==> src/rtl/modport_decoder_if.sv <==
// Decode-stage bundle: instruction in, registered decode out.
// master drives the instruction side, slave is the decoder.
interface modport_decoder_if #(
    parameter int ADDR_WIDTH = 16,
    parameter int DATA_WIDTH = 32
);
    logic                  i_stall;
    logic                  i_flush;
    logic [ADDR_WIDTH-1:0] i_pc;
    logic                  i_inst_valid;
    logic [31:0]           i_inst_data;
    logic                  o_valid;
    logic                  o_illegal;
    logic [4:0]            o_alu_ctl;
    logic                  o_is_branch_jump;
    logic                  o_is_jump;
    logic                  o_is_jump_reg;
    logic [ADDR_WIDTH-1:0] o_branch_target;
    logic                  o_is_mem_access;
    logic                  o_mem_action;
    logic                  o_is_ll;
    logic                  o_is_sc;
    logic                  o_is_sw;
    logic                  o_uses_rs;
    logic                  o_uses_rt;
    logic                  o_uses_rw;
    logic [4:0]            o_rs_addr;
    logic [4:0]            o_rt_addr;
    logic [4:0]            o_rw_addr;
    logic                  o_uses_immediate;
    logic [DATA_WIDTH-1:0] o_immediate;

    modport master (
        output i_stall, i_flush, i_pc, i_inst_valid, i_inst_data,
        input  o_valid, o_illegal, o_alu_ctl,
        input  o_is_branch_jump, o_is_jump, o_is_jump_reg,
        input  o_branch_target,
        input  o_is_mem_access, o_mem_action,
        input  o_is_ll, o_is_sc, o_is_sw,
        input  o_uses_rs, o_uses_rt, o_uses_rw,
        input  o_rs_addr, o_rt_addr, o_rw_addr,
        input  o_uses_immediate, o_immediate
    );

    modport slave (
        input  i_stall, i_flush, i_pc, i_inst_valid, i_inst_data,
        output o_valid, o_illegal, o_alu_ctl,
        output o_is_branch_jump, o_is_jump, o_is_jump_reg,
        output o_branch_target,
        output o_is_mem_access, o_mem_action,
        output o_is_ll, o_is_sc, o_is_sw,
        output o_uses_rs, o_uses_rt, o_uses_rw,
        output o_rs_addr, o_rt_addr, o_rw_addr,
        output o_uses_immediate, o_immediate
    );
endinterface

==> src/rtl/modport_decoder.sv <==
// Registered MIPS-I instruction decoder for the mips_core decode stage.
// Outputs follow the instruction presented on the previous clock edge.
module modport_decoder #(
    parameter int ADDR_WIDTH = 16,
    parameter int DATA_WIDTH = 32
) (
    input logic              clk,
    input logic              rst_n,
    modport_decoder_if.slave dec
);
    typedef enum logic [4:0] {
        NOP = 5'd0, ADD = 5'd1, ADDU = 5'd2, SUB = 5'd3,
        SUBU = 5'd4, AND = 5'd5, OR = 5'd6, XOR = 5'd7,
        NOR = 5'd8, SLL = 5'd9, SRL = 5'd10, SRA = 5'd11,
        SLLV = 5'd12, SRLV = 5'd13, SRAV = 5'd14, SLT = 5'd15,
        SLTU = 5'd16, BEQ = 5'd17, BNE = 5'd18, BLEZ = 5'd19,
        BGTZ = 5'd20, BGEZ = 5'd21, BLTZ = 5'd22,
        MTC0_PASS = 5'd23, MTC0_FAIL = 5'd24, MTC0_DONE = 5'd25
    } alu_t;

    typedef struct packed {
        logic                  valid;
        logic                  illegal;
        logic [4:0]            alu;
        logic                  bj;
        logic                  jump;
        logic                  jump_reg;
        logic [ADDR_WIDTH-1:0] target;
        logic                  mem;
        logic                  write;
        logic                  ll;
        logic                  sc;
        logic                  sw;
        logic [4:0]            rs;
        logic [4:0]            rt;
        logic [4:0]            rw;
        logic                  uses_imm;
        logic [DATA_WIDTH-1:0] imm;
    } dec_t;

    dec_t nx, q;

    logic [31:0]           d;
    logic [5:0]            op;
    logic [5:0]            fn;
    logic signed [31:0]    sext;
    logic [31:0]           zext;
    logic [31:0]           shamt;
    logic [ADDR_WIDTH-1:0] pc8;
    logic [ADDR_WIDTH-1:0] btarget;
    logic [ADDR_WIDTH-1:0] jtarget;

    assign d       = dec.i_inst_data;
    assign op      = d[31:26];
    assign fn      = d[5:0];
    assign sext    = {{16{d[15]}}, d[15:0]};
    assign zext    = {16'h0, d[15:0]};
    assign shamt   = {27'h0, d[10:6]};
    assign pc8     = dec.i_pc + ADDR_WIDTH'(8);
    assign btarget = dec.i_pc + ADDR_WIDTH'(4) + ADDR_WIDTH'(sext <<< 2);
    assign jtarget = {d[ADDR_WIDTH-3:0], 2'b00};

    always_comb begin
        nx       = '0;
        nx.valid = dec.i_inst_valid;
        if (dec.i_inst_valid) begin
            unique case (op)
                6'h00: begin
                    nx.rs = d[25:21];
                    nx.rt = d[20:16];
                    nx.rw = d[15:11];
                    unique case (fn)
                        6'h20: nx.alu = ADD;
                        6'h21: nx.alu = ADDU;
                        6'h22: nx.alu = SUB;
                        6'h23: nx.alu = SUBU;
                        6'h24: nx.alu = AND;
                        6'h25: nx.alu = OR;
                        6'h26: nx.alu = XOR;
                        6'h27: nx.alu = NOR;
                        6'h04: nx.alu = SLLV;
                        6'h06: nx.alu = SRLV;
                        6'h07: nx.alu = SRAV;
                        6'h2a: nx.alu = SLT;
                        6'h2b: nx.alu = SLTU;
                        6'h00, 6'h02, 6'h03: begin
                            nx.alu      = (fn == 6'h00) ? SLL :
                                          (fn == 6'h02) ? SRL : SRA;
                            // shifts read their source from the rt field
                            nx.rs       = d[20:16];
                            nx.rt       = '0;
                            nx.uses_imm = 1'b1;
                            nx.imm      = DATA_WIDTH'(shamt);
                        end
                        6'h08: begin
                            nx.alu      = NOP;
                            nx.rt       = '0;
                            nx.rw       = '0;
                            nx.bj       = 1'b1;
                            nx.jump     = 1'b1;
                            nx.jump_reg = 1'b1;
                        end
                        6'h09: begin
                            nx.alu      = OR;
                            nx.rt       = '0;
                            nx.rw       = 5'd31;
                            nx.uses_imm = 1'b1;
                            nx.imm      = DATA_WIDTH'(pc8);
                            nx.bj       = 1'b1;
                            nx.jump     = 1'b1;
                            nx.jump_reg = 1'b1;
                        end
                        default: begin
                            nx          = '0;
                            nx.illegal  = 1'b1;
                        end
                    endcase
                end
                6'h08, 6'h09, 6'h0a, 6'h0b: begin
                    nx.alu      = (op == 6'h08) ? ADD :
                                  (op == 6'h09) ? ADDU :
                                  (op == 6'h0a) ? SLT : SLTU;
                    nx.rs       = d[25:21];
                    nx.rw       = d[20:16];
                    nx.uses_imm = 1'b1;
                    nx.imm      = DATA_WIDTH'(sext);
                end
                6'h0c, 6'h0d, 6'h0e: begin
                    nx.alu      = (op == 6'h0c) ? AND :
                                  (op == 6'h0d) ? OR : XOR;
                    nx.rs       = d[25:21];
                    nx.rw       = d[20:16];
                    nx.uses_imm = 1'b1;
                    nx.imm      = DATA_WIDTH'(zext);
                end
                6'h0f: begin
                    nx.alu      = OR;
                    nx.rw       = d[20:16];
                    nx.uses_imm = 1'b1;
                    nx.imm      = DATA_WIDTH'({d[15:0], 16'h0});
                end
                6'h01, 6'h04, 6'h05, 6'h06, 6'h07: begin
                    unique case (op)
                        6'h04:   nx.alu = BEQ;
                        6'h05:   nx.alu = BNE;
                        6'h06:   nx.alu = BLEZ;
                        6'h07:   nx.alu = BGTZ;
                        default: nx.alu = d[16] ? BGEZ : BLTZ;
                    endcase
                    nx.rs     = d[25:21];
                    nx.rt     = d[20:16];
                    nx.bj     = 1'b1;
                    nx.target = btarget;
                end
                6'h02: begin
                    nx.alu    = NOP;
                    nx.bj     = 1'b1;
                    nx.jump   = 1'b1;
                    nx.target = jtarget;
                end
                6'h03: begin
                    nx.alu      = OR;
                    nx.rw       = 5'd31;
                    nx.uses_imm = 1'b1;
                    nx.imm      = DATA_WIDTH'(pc8);
                    nx.bj       = 1'b1;
                    nx.jump     = 1'b1;
                    nx.target   = jtarget;
                end
                6'h23, 6'h2b, 6'h30, 6'h38: begin
                    nx.alu      = ADD;
                    nx.mem      = 1'b1;
                    nx.write    = (op == 6'h2b) || (op == 6'h38);
                    nx.sw       = (op == 6'h2b);
                    nx.ll       = (op == 6'h30);
                    nx.sc       = (op == 6'h38);
                    nx.rs       = d[25:21];
                    nx.rt       = (op == 6'h2b) ? d[20:16] : 5'd0;
                    nx.rw       = (op == 6'h2b) ? 5'd0 : d[20:16];
                    nx.uses_imm = 1'b1;
                    nx.imm      = DATA_WIDTH'(sext);
                end
                6'h10: begin
                    nx.rt = d[20:16];
                    unique case (d[15:11])
                        5'd17:   nx.alu = MTC0_PASS;
                        5'd18:   nx.alu = MTC0_FAIL;
                        5'd19:   nx.alu = MTC0_DONE;
                        default: begin
                            nx         = '0;
                            nx.illegal = 1'b1;
                        end
                    endcase
                end
                default: begin
                    nx         = '0;
                    nx.illegal = 1'b1;
                end
            endcase
        end
    end

    always_ff @(posedge clk or negedge rst_n) begin
        if (!rst_n)             q <= '0;
        else if (dec.i_flush)   q <= '0;
        else if (!dec.i_stall)  q <= nx;
    end

    assign dec.o_valid          = q.valid;
    assign dec.o_illegal        = q.illegal;
    assign dec.o_alu_ctl        = q.alu;
    assign dec.o_is_branch_jump = q.bj;
    assign dec.o_is_jump        = q.jump;
    assign dec.o_is_jump_reg    = q.jump_reg;
    assign dec.o_branch_target  = q.target;
    assign dec.o_is_mem_access  = q.mem;
    assign dec.o_mem_action     = q.write;
    assign dec.o_is_ll          = q.ll;
    assign dec.o_is_sc          = q.sc;
    assign dec.o_is_sw          = q.sw;
    assign dec.o_uses_rs        = |q.rs;
    assign dec.o_uses_rt        = |q.rt;
    assign dec.o_uses_rw        = |q.rw;
    assign dec.o_rs_addr        = q.rs;
    assign dec.o_rt_addr        = q.rt;
    assign dec.o_rw_addr        = q.rw;
    assign dec.o_uses_immediate = q.uses_imm;
    assign dec.o_immediate      = q.imm;
endmodule

==> src/flat_wrapper.sv <==
// flat-port wrapper written by rule: the top's interface ports become plain ports
module modport_decoder_flat 
#(
    parameter int ADDR_WIDTH = 16,
    parameter int DATA_WIDTH = 32
)
  (clk, rst_n, dec_i_stall, dec_i_flush, dec_i_pc, dec_i_inst_valid, dec_i_inst_data, dec_o_valid, dec_o_illegal, dec_o_alu_ctl, dec_o_is_branch_jump, dec_o_is_jump, dec_o_is_jump_reg, dec_o_branch_target, dec_o_is_mem_access, dec_o_mem_action, dec_o_is_ll, dec_o_is_sc, dec_o_is_sw, dec_o_uses_rs, dec_o_uses_rt, dec_o_uses_rw, dec_o_rs_addr, dec_o_rt_addr, dec_o_rw_addr, dec_o_uses_immediate, dec_o_immediate);
  modport_decoder_if #(.ADDR_WIDTH(ADDR_WIDTH), .DATA_WIDTH(DATA_WIDTH)) dec_i ();
  input logic clk;
  input logic rst_n;
  input wire logic [$bits(dec_i.i_stall)-1:0] dec_i_stall;
  input wire logic [$bits(dec_i.i_flush)-1:0] dec_i_flush;
  input wire logic [$bits(dec_i.i_pc)-1:0] dec_i_pc;
  input wire logic [$bits(dec_i.i_inst_valid)-1:0] dec_i_inst_valid;
  input wire logic [$bits(dec_i.i_inst_data)-1:0] dec_i_inst_data;
  output wire logic [$bits(dec_i.o_valid)-1:0] dec_o_valid;
  output wire logic [$bits(dec_i.o_illegal)-1:0] dec_o_illegal;
  output wire logic [$bits(dec_i.o_alu_ctl)-1:0] dec_o_alu_ctl;
  output wire logic [$bits(dec_i.o_is_branch_jump)-1:0] dec_o_is_branch_jump;
  output wire logic [$bits(dec_i.o_is_jump)-1:0] dec_o_is_jump;
  output wire logic [$bits(dec_i.o_is_jump_reg)-1:0] dec_o_is_jump_reg;
  output wire logic [$bits(dec_i.o_branch_target)-1:0] dec_o_branch_target;
  output wire logic [$bits(dec_i.o_is_mem_access)-1:0] dec_o_is_mem_access;
  output wire logic [$bits(dec_i.o_mem_action)-1:0] dec_o_mem_action;
  output wire logic [$bits(dec_i.o_is_ll)-1:0] dec_o_is_ll;
  output wire logic [$bits(dec_i.o_is_sc)-1:0] dec_o_is_sc;
  output wire logic [$bits(dec_i.o_is_sw)-1:0] dec_o_is_sw;
  output wire logic [$bits(dec_i.o_uses_rs)-1:0] dec_o_uses_rs;
  output wire logic [$bits(dec_i.o_uses_rt)-1:0] dec_o_uses_rt;
  output wire logic [$bits(dec_i.o_uses_rw)-1:0] dec_o_uses_rw;
  output wire logic [$bits(dec_i.o_rs_addr)-1:0] dec_o_rs_addr;
  output wire logic [$bits(dec_i.o_rt_addr)-1:0] dec_o_rt_addr;
  output wire logic [$bits(dec_i.o_rw_addr)-1:0] dec_o_rw_addr;
  output wire logic [$bits(dec_i.o_uses_immediate)-1:0] dec_o_uses_immediate;
  output wire logic [$bits(dec_i.o_immediate)-1:0] dec_o_immediate;
  assign dec_i.i_stall = dec_i_stall;
  assign dec_i.i_flush = dec_i_flush;
  assign dec_i.i_pc = dec_i_pc;
  assign dec_i.i_inst_valid = dec_i_inst_valid;
  assign dec_i.i_inst_data = dec_i_inst_data;
  assign dec_o_valid = dec_i.o_valid;
  assign dec_o_illegal = dec_i.o_illegal;
  assign dec_o_alu_ctl = dec_i.o_alu_ctl;
  assign dec_o_is_branch_jump = dec_i.o_is_branch_jump;
  assign dec_o_is_jump = dec_i.o_is_jump;
  assign dec_o_is_jump_reg = dec_i.o_is_jump_reg;
  assign dec_o_branch_target = dec_i.o_branch_target;
  assign dec_o_is_mem_access = dec_i.o_is_mem_access;
  assign dec_o_mem_action = dec_i.o_mem_action;
  assign dec_o_is_ll = dec_i.o_is_ll;
  assign dec_o_is_sc = dec_i.o_is_sc;
  assign dec_o_is_sw = dec_i.o_is_sw;
  assign dec_o_uses_rs = dec_i.o_uses_rs;
  assign dec_o_uses_rt = dec_i.o_uses_rt;
  assign dec_o_uses_rw = dec_i.o_uses_rw;
  assign dec_o_rs_addr = dec_i.o_rs_addr;
  assign dec_o_rt_addr = dec_i.o_rt_addr;
  assign dec_o_rw_addr = dec_i.o_rw_addr;
  assign dec_o_uses_immediate = dec_i.o_uses_immediate;
  assign dec_o_immediate = dec_i.o_immediate;
  modport_decoder #(.ADDR_WIDTH(ADDR_WIDTH), .DATA_WIDTH(DATA_WIDTH)) u_core (.clk(clk), .rst_n(rst_n), .dec(dec_i));
endmodule
==> config.mk <==
export PLATFORM = sky130hd
export DESIGN_NAME = modport_decoder_flat
export DESIGN_NICKNAME = d
export VERILOG_FILES = /design/src/rtl/modport_decoder_if.sv /design/src/rtl/modport_decoder.sv /design/src/flat_wrapper.sv
export SDC_FILE = /design/constraint.sdc
export NUM_CORES = 1
export LEC_CHECK = 0
export CAP_MARGIN = 30
export CELL_PAD_IN_SITES_DETAIL_PLACEMENT = 0
export CELL_PAD_IN_SITES_GLOBAL_PLACEMENT = 1
export CORE_ASPECT_RATIO = 1.2
export CORE_MARGIN = 2
export CORE_UTILIZATION = 40
export DETAILED_ROUTE_END_ITERATION = 8
export GPL_TIMING_DRIVEN = 0
export PLACE_DENSITY = 0.95
export SKIP_CTS_REPAIR_TIMING = 1
export SLEW_MARGIN = 20
export SYNTH_ARGS = -nofsm -noshare
export SYNTH_HDL_FRONTEND = slang
export SYNTH_SLANG_ARGS = --single-unit
export TNS_END_PERCENT = 1
==> constraint.sdc <==
create_clock -name clk -period 1.6 [get_ports clk]
set_input_delay 0.24 -clock clk [delete_from_list [all_inputs] [get_ports clk]]
set_output_delay 0.24 -clock clk [all_outputs]
set_load 0.005 [all_outputs]
== Yosys cells after proc, flatten, opt, wreduce, memory -nomap -nowiden ==
Cells that the tools add are included.
Word-level totals
  register bits after elaboration: 79
  bits in latches: 0
  memory bits (writable): 0
  memory bits (read-only): 0
  input bits: 53
  memories kept: 0
Operators by class
  add/sub/neg operators: 3
  multipliers: 0
  div/mod/pow operators: 0
  $lt $le $gt $ge: 0
  equal/unequal tests: 41
  shift-type cells: 0
  muxes and demuxes: 34
  bitwise operators: 0
  reductions and logical operators: 23
Operators by type and width (number)
  38-bit one-hot mux with 7 select lines: 1
  79-bit two-way mux: 3
  6-bit equality test (second input constant): 14
  5-bit one-hot mux with 14 select lines: 1
  33-bit one-hot mux with 2 select lines: 1
  6-bit by 4-bit equality test with 1-bit output (second input constant): 10
  16-bit one-hot mux with 3 select lines: 1
  43-bit two-way mux: 1
  6-bit by 3-bit equality test with 1-bit output (second input constant): 7
  5-bit two-way mux: 8
  5-bit one-hot mux with 4 select lines: 2
  5-bit one-hot mux with 7 select lines: 1
  16-bit OR reduction: 2
  5-bit one-hot mux with 2 select lines: 3
  5-bit one-hot mux with 3 select lines: 2
  6-bit by 2-bit equality test with 1-bit output (second input constant): 4
  5-bit OR reduction: 4
  19-bit OR reduction: 1
  18-bit OR reduction: 1
  16-bit adder: 1
  16-bit by 3-bit adder with 16-bit output (second input constant): 1
  16-bit by 4-bit adder with 16-bit output (second input constant): 1
  5-bit equality test (second input constant): 3
  15-bit OR reduction: 1
  16 further kinds: 27

== Depth between registers and ports, before layout ==
Gate-level depths: netlist (run 1).
  depth after elaboration: 8
  mapped depth: 11
  mapped depth without buffers: 11

== Least setup slack after synthesis (run 1) ==
OpenSTA, ideal clock, no wires.
  path type: input to register
  start: in dec_i_inst_data[1]
  end: reg u_core.q (netlist bit u_core.dec.o_branch_target[15])
  setup time: 0.069 ns
  data arrival time: 1.951 ns
  data required time: 1.531 ns
  setup slack: -0.420 ns
  cell stages on the path: 9
  buffers on the path: 0
  cell sequence: ha_1 ha_1 inv_1 fa_1 nor2b_1 o2111ai_1 a211oi_1 or4_1 nand3_1
On the way
  longest elaborated chain between the ends: 5
Ends and longest elaborated chain
  start: declaration: line flat_wrapper.sv:15  | input wire logic [$bits(dec_i.i_inst_data)-1:0] dec_i_inst_data;
  16-bit adder: line modport_decoder.sv:60  | assign btarget = dec.i_pc + ADDR_WIDTH'(4) + ADDR_WIDTH'(sext <<< 2);
  16-bit one-hot mux with 3 select lines: line modport_decoder.sv:67  | unique case (op)
  79-bit two-way mux: line modport_decoder.sv:66  | if (dec.i_inst_valid) begin
  79-bit two-way mux: line modport_decoder.sv:206  | else if (!dec.i_stall) q <= nx;
  79-bit two-way mux: line modport_decoder.sv:205  | else if (dec.i_flush) q <= '0;
  end signal: assignment: line modport_decoder.sv:206
  end: declaration: line modport_decoder.sv:41  | dec_t nx, q;
Every way passes these cells. The select of a mux whose other input is x is not followed.
A chain may end at the register's enable or synchronous reset.

== Final worst setup path (run 1) ==
  start: in dec_i_inst_data[0]
  end: reg u_core.q (netlist bit u_core.dec.o_branch_target[7])
Same word-level chain as after synthesis.

==> results of run 1 <==
## synthesized netlist by cell type (all sizes together) (2+ instances only)
master / n / share of area
a211o: 2 / 0.0033
a211oi: 3 / 0.0042
a21o: 8 / 0.011
a21oi: 54 / 0.050
a221o: 12 / 0.022
a221oi: 11 / 0.018
a222oi: 2 / 0.0037
a22o: 9 / 0.015
a22oi: 22 / 0.032
a311oi: 2 / 0.0033
a31o: 2 / 0.0033
a31oi: 4 / 0.0047
a32o: 7 / 0.013
a32oi: 6 / 0.0098
and2: 3 / 0.0035
and3: 2 / 0.0023
buf: 15 / 0.016
clkbuf: 28 / 0.020
dfrtp: 79 / 0.37
ha: 26 / 0.061
inv: 15 / 0.010
nand2: 68 / 0.048
nand2b: 4 / 0.0047
nand3: 19 / 0.018
nand3b: 2 / 0.0028
nand4: 11 / 0.013
nor2: 28 / 0.020
nor2b: 12 / 0.014
nor3: 14 / 0.014
nor3b: 2 / 0.0028
nor4: 6 / 0.011
o2111ai: 2 / 0.0033
o211a: 2 / 0.0037
o211ai: 7 / 0.0098
o21a: 8 / 0.011
o21ai: 54 / 0.050
o21bai: 4 / 0.0056
o31ai: 4 / 0.0082
o32ai: 2 / 0.0033
or2: 8 / 0.0093
or3: 6 / 0.0070
or4: 5 / 0.0084
xnor2: 10 / 0.016
xor2: 9 / 0.015
## layout make-up
class	instances	area share
tap	168	0.02647
inverter	15	0.007719
sequential	79	0.2489
buffer	42	0.03670
multi-input combinational	475	0.4619
clock buffer	11	0.03056
clock inverter	5	0.01024
timing repair buffer	149	0.1775
## worst max-delay path, cell delays in order
cell and delay (ns):
buf_4 0.14, inv_6 0.08, ha_4 0.12, inv_2 0.04
ha_4 0.15, inv_2 0.05, fa_2 0.22, nor2b_4 0.06
o21a_1 0.18, or3_4 0.34, a32oi_4 0.29, o21ai_1 0.09
## worst paths after layout
| path | end | depth (start not counted) | slack [ns] |
|---|---|---|---|
| min in group asynchronous | u_core.dec.o_is_sw$_DFFE_PN0P_ | 2 | 0.41 |
| worst max-delay path | u_core.dec.o_branch_target[7]$_DFFE_PN0P_ | 12 | -0.17 |
| worst min-delay path | u_core.dec.o_is_ll$_DFFE_PN0P_ | 3 | 0.28 |
| max in group asynchronous | u_core.dec.o_branch_target[15]$_DFFE_PN0P_ | 3 | 0.58 |
| worst min register to register | u_core.dec.o_is_sw$_DFFE_PN0P_ | 2 | 0.48 |
| worst max register to register | u_core.dec.o_alu_ctl[0]$_DFFE_PN0P_ | 3 | 0.52 |
## metal layers
layer	GRT usage	vias up	share of wire
met5	0	-	0
met4	0.1005	0	0.027
met3	0.03571	48	0.067
met2	0.5265	275	0.52
met1	0.3594	2852	0.39
li1	-	2639	-
## metrics by stage
stage	setup slack (ns)	setup TNS, ns
final	-0.1722	-4.461
after global routing	-0.2209	-7.448
after CTS	-1.074	-61.03
after detailed placement	-1.339	-87.14
after global placement	-2.425	-276.78
after floorplan	-0.2463	-8.699
## where the power goes
| part | internal (mW) | switching, mW | total (mW) | leakage, nW |
|---|---|---|---|---|
| logic | 0.562 | 0.789 | 1.35 | 1.99 |
| registers | 2.01 | 0.0146 | 2.03 | 1.10 |
| clock network | 1.41 | 0.870 | 2.28 | 0.156 |
| total | 3.99 | 1.67 | 5.66 | 3.25 |
## kinds of logic (layout without fill, tap and decap cells)
family,after synthesis,in the layout,share of synthesized area
xor gates and xnor gates,19,19,0.03102
DFF,79,79,0.3685
AOI/OAI and AO/OA,233,233,0.2983
adders and majority gates,27,27,0.06437
and+or+nand+nor,195,195,0.1896
muxes,1,1,0.001866
buffers and inverters,58,222,0.04641
==> summary.txt, run 1 <==
Status
  – Status: finished with violations
  – Failing checks: setup timing

Die
  – Initial Util: 0.4071
  – Die H: 130.9 um
  – Row cnt: between 40 and 50
  – Die area: 14360 um2
  – Die W: 109.7 um
  – Core area: 13180 um2
  – I/O pin cnt: 135

Route
  – Vias per cell: 6.159
  – WL final: 21260 um
  – Routed vias: 5814
  – DR iter-0 viols: 456
  – Routed Antenna Nets: 0
  – Drt wl/cell: between 20 and 25 um
  – DRT Pass-1 Iters: 8
  – DR DRC count: 0

Global routing
  – Largest net degree at the start of global routing: 42
  – First-pass GRT wire length: 31560 um
  – Vias in the first global route: 5638
  – Global Route Usage Sum: 0.2927
  – Antenna violations before repair: 0
  – GRT overflow: 0

Logic synthesis
  – Netlist cell types: 67
  – Primary FF master, synth: dfrtp_1
  – Synth Cell Area: 5365 um2
  – Number of synthesized flops with an enable pin: 0
  – Avg Cell Area, Syn: 8.767 um2
  – Syn_nets: approximately 700
  – Synth warn: 0
  – Asr flop ratio synth: 1.000
  – Synth Register Bits: slightly below 80
  – Seq/Total Area, Yosys: 0.3685
  – Post-Syn Instances: about 600

Place
  – RD Place Congestion: 0.9634
  – Placed cells: between 900 and 1000
  – HPWL after DPL: 15860 um
  – Placed cell areas: 7048 um2
  – Input/output buffers: 133

Job
  – Maxcap violations: 0

Layout
  – Commonest non-fill, non-tap cell in the layout: clkdlybuf4s50_1
  – Area of the multi-input gates: 3669 um2
  – Area delta synth->final: 48.04%
  – Most frequent cells in the layout: 97 x clkdlybuf4s50_1, 79 x dfrtp_1, 66 x nand2_1
  – Layout fillers: 1163
  – Reg area: 1977 um2
  – Ant diodes: 0
  – Utilization after layout: 0.6026
  – Share of cells above drive strength 1: 0.2345
  – Fin cells: 944
  – Final net count: 851
  – Design Area, Final: 7943 um2
  – Max FFs per register: 32

Timing
  – Fmax: ~560 MHz
  – Worst-margin pin slew: 0.6009 ns
  – Max-Slew Margin vs Limit: 0.5987
  – Setup Viol. Count Final: just under 50
  – Hold_ws: 0.2844 ns
  – Slew Limit Fails: 0
  – Final setup margin: -0.1722 ns
  – Final Hold Vio Count: 0
  – Period Utilization, post-route: 1.108
  – Final worst path period need: 1.772 ns
  – Unrepaired setup endpoints after global routing: true
  – Skew final: 0 ns

Worst setup path
  – CP startpoint kind: input pin
  – Worst path arrival time: 1.99 ns
  – Worst Setup End Kind: flop
  – Worst Path Max Fanout: 5
  – R2R Path Start: u_core.dec.o_alu_ctl[0]$_DFFE_PN0P_
  – Critical path launch point: dec_i_inst_data[0]
  – Critical path type: input pin to flop
  – CP required: around 1.8 ns

CTS
  – TritonCTS buffer count: 9
  – CTS tree: done
  – Htree depth: 3
  – Clk slew on worst S/H paths: 0.06 ns
  – Clock Tree Buf Depth: 2
  – Root buf cell: clkbuf_16
  – Clk Latency, worst-skew pair: 0.33 ns
  – Clock Sinks: 79

Hold path
  – Hold Startpoint: dec_i_inst_data[30]
  – Hold Path Class: input pin to flop

Power and ir drop
  – Power per cell area: 712.8 nW/um2
  – Overall power: approximately 5.7 mW
  – Max VDD drop: 510.8 uV
  – Leakage power: 3.246 nW
Power figures use the tool's default switching activity.
==> run 2: changes to the inputs <==
--- a/config.mk
+++ b/config.mk
@@ -11,6 +11,7 @@
 export CORE_ASPECT_RATIO = 1.2
 export CORE_MARGIN = 2
 export CORE_UTILIZATION = 40
+export CTS_CLUSTER_DIAMETER = 150
 export DETAILED_ROUTE_END_ITERATION = 8
 export GPL_TIMING_DRIVEN = 0
 export PLACE_DENSITY = 0.95
==> results of run 2 <==
The final DEF is identical to that of run 1; final timing and power are the same.
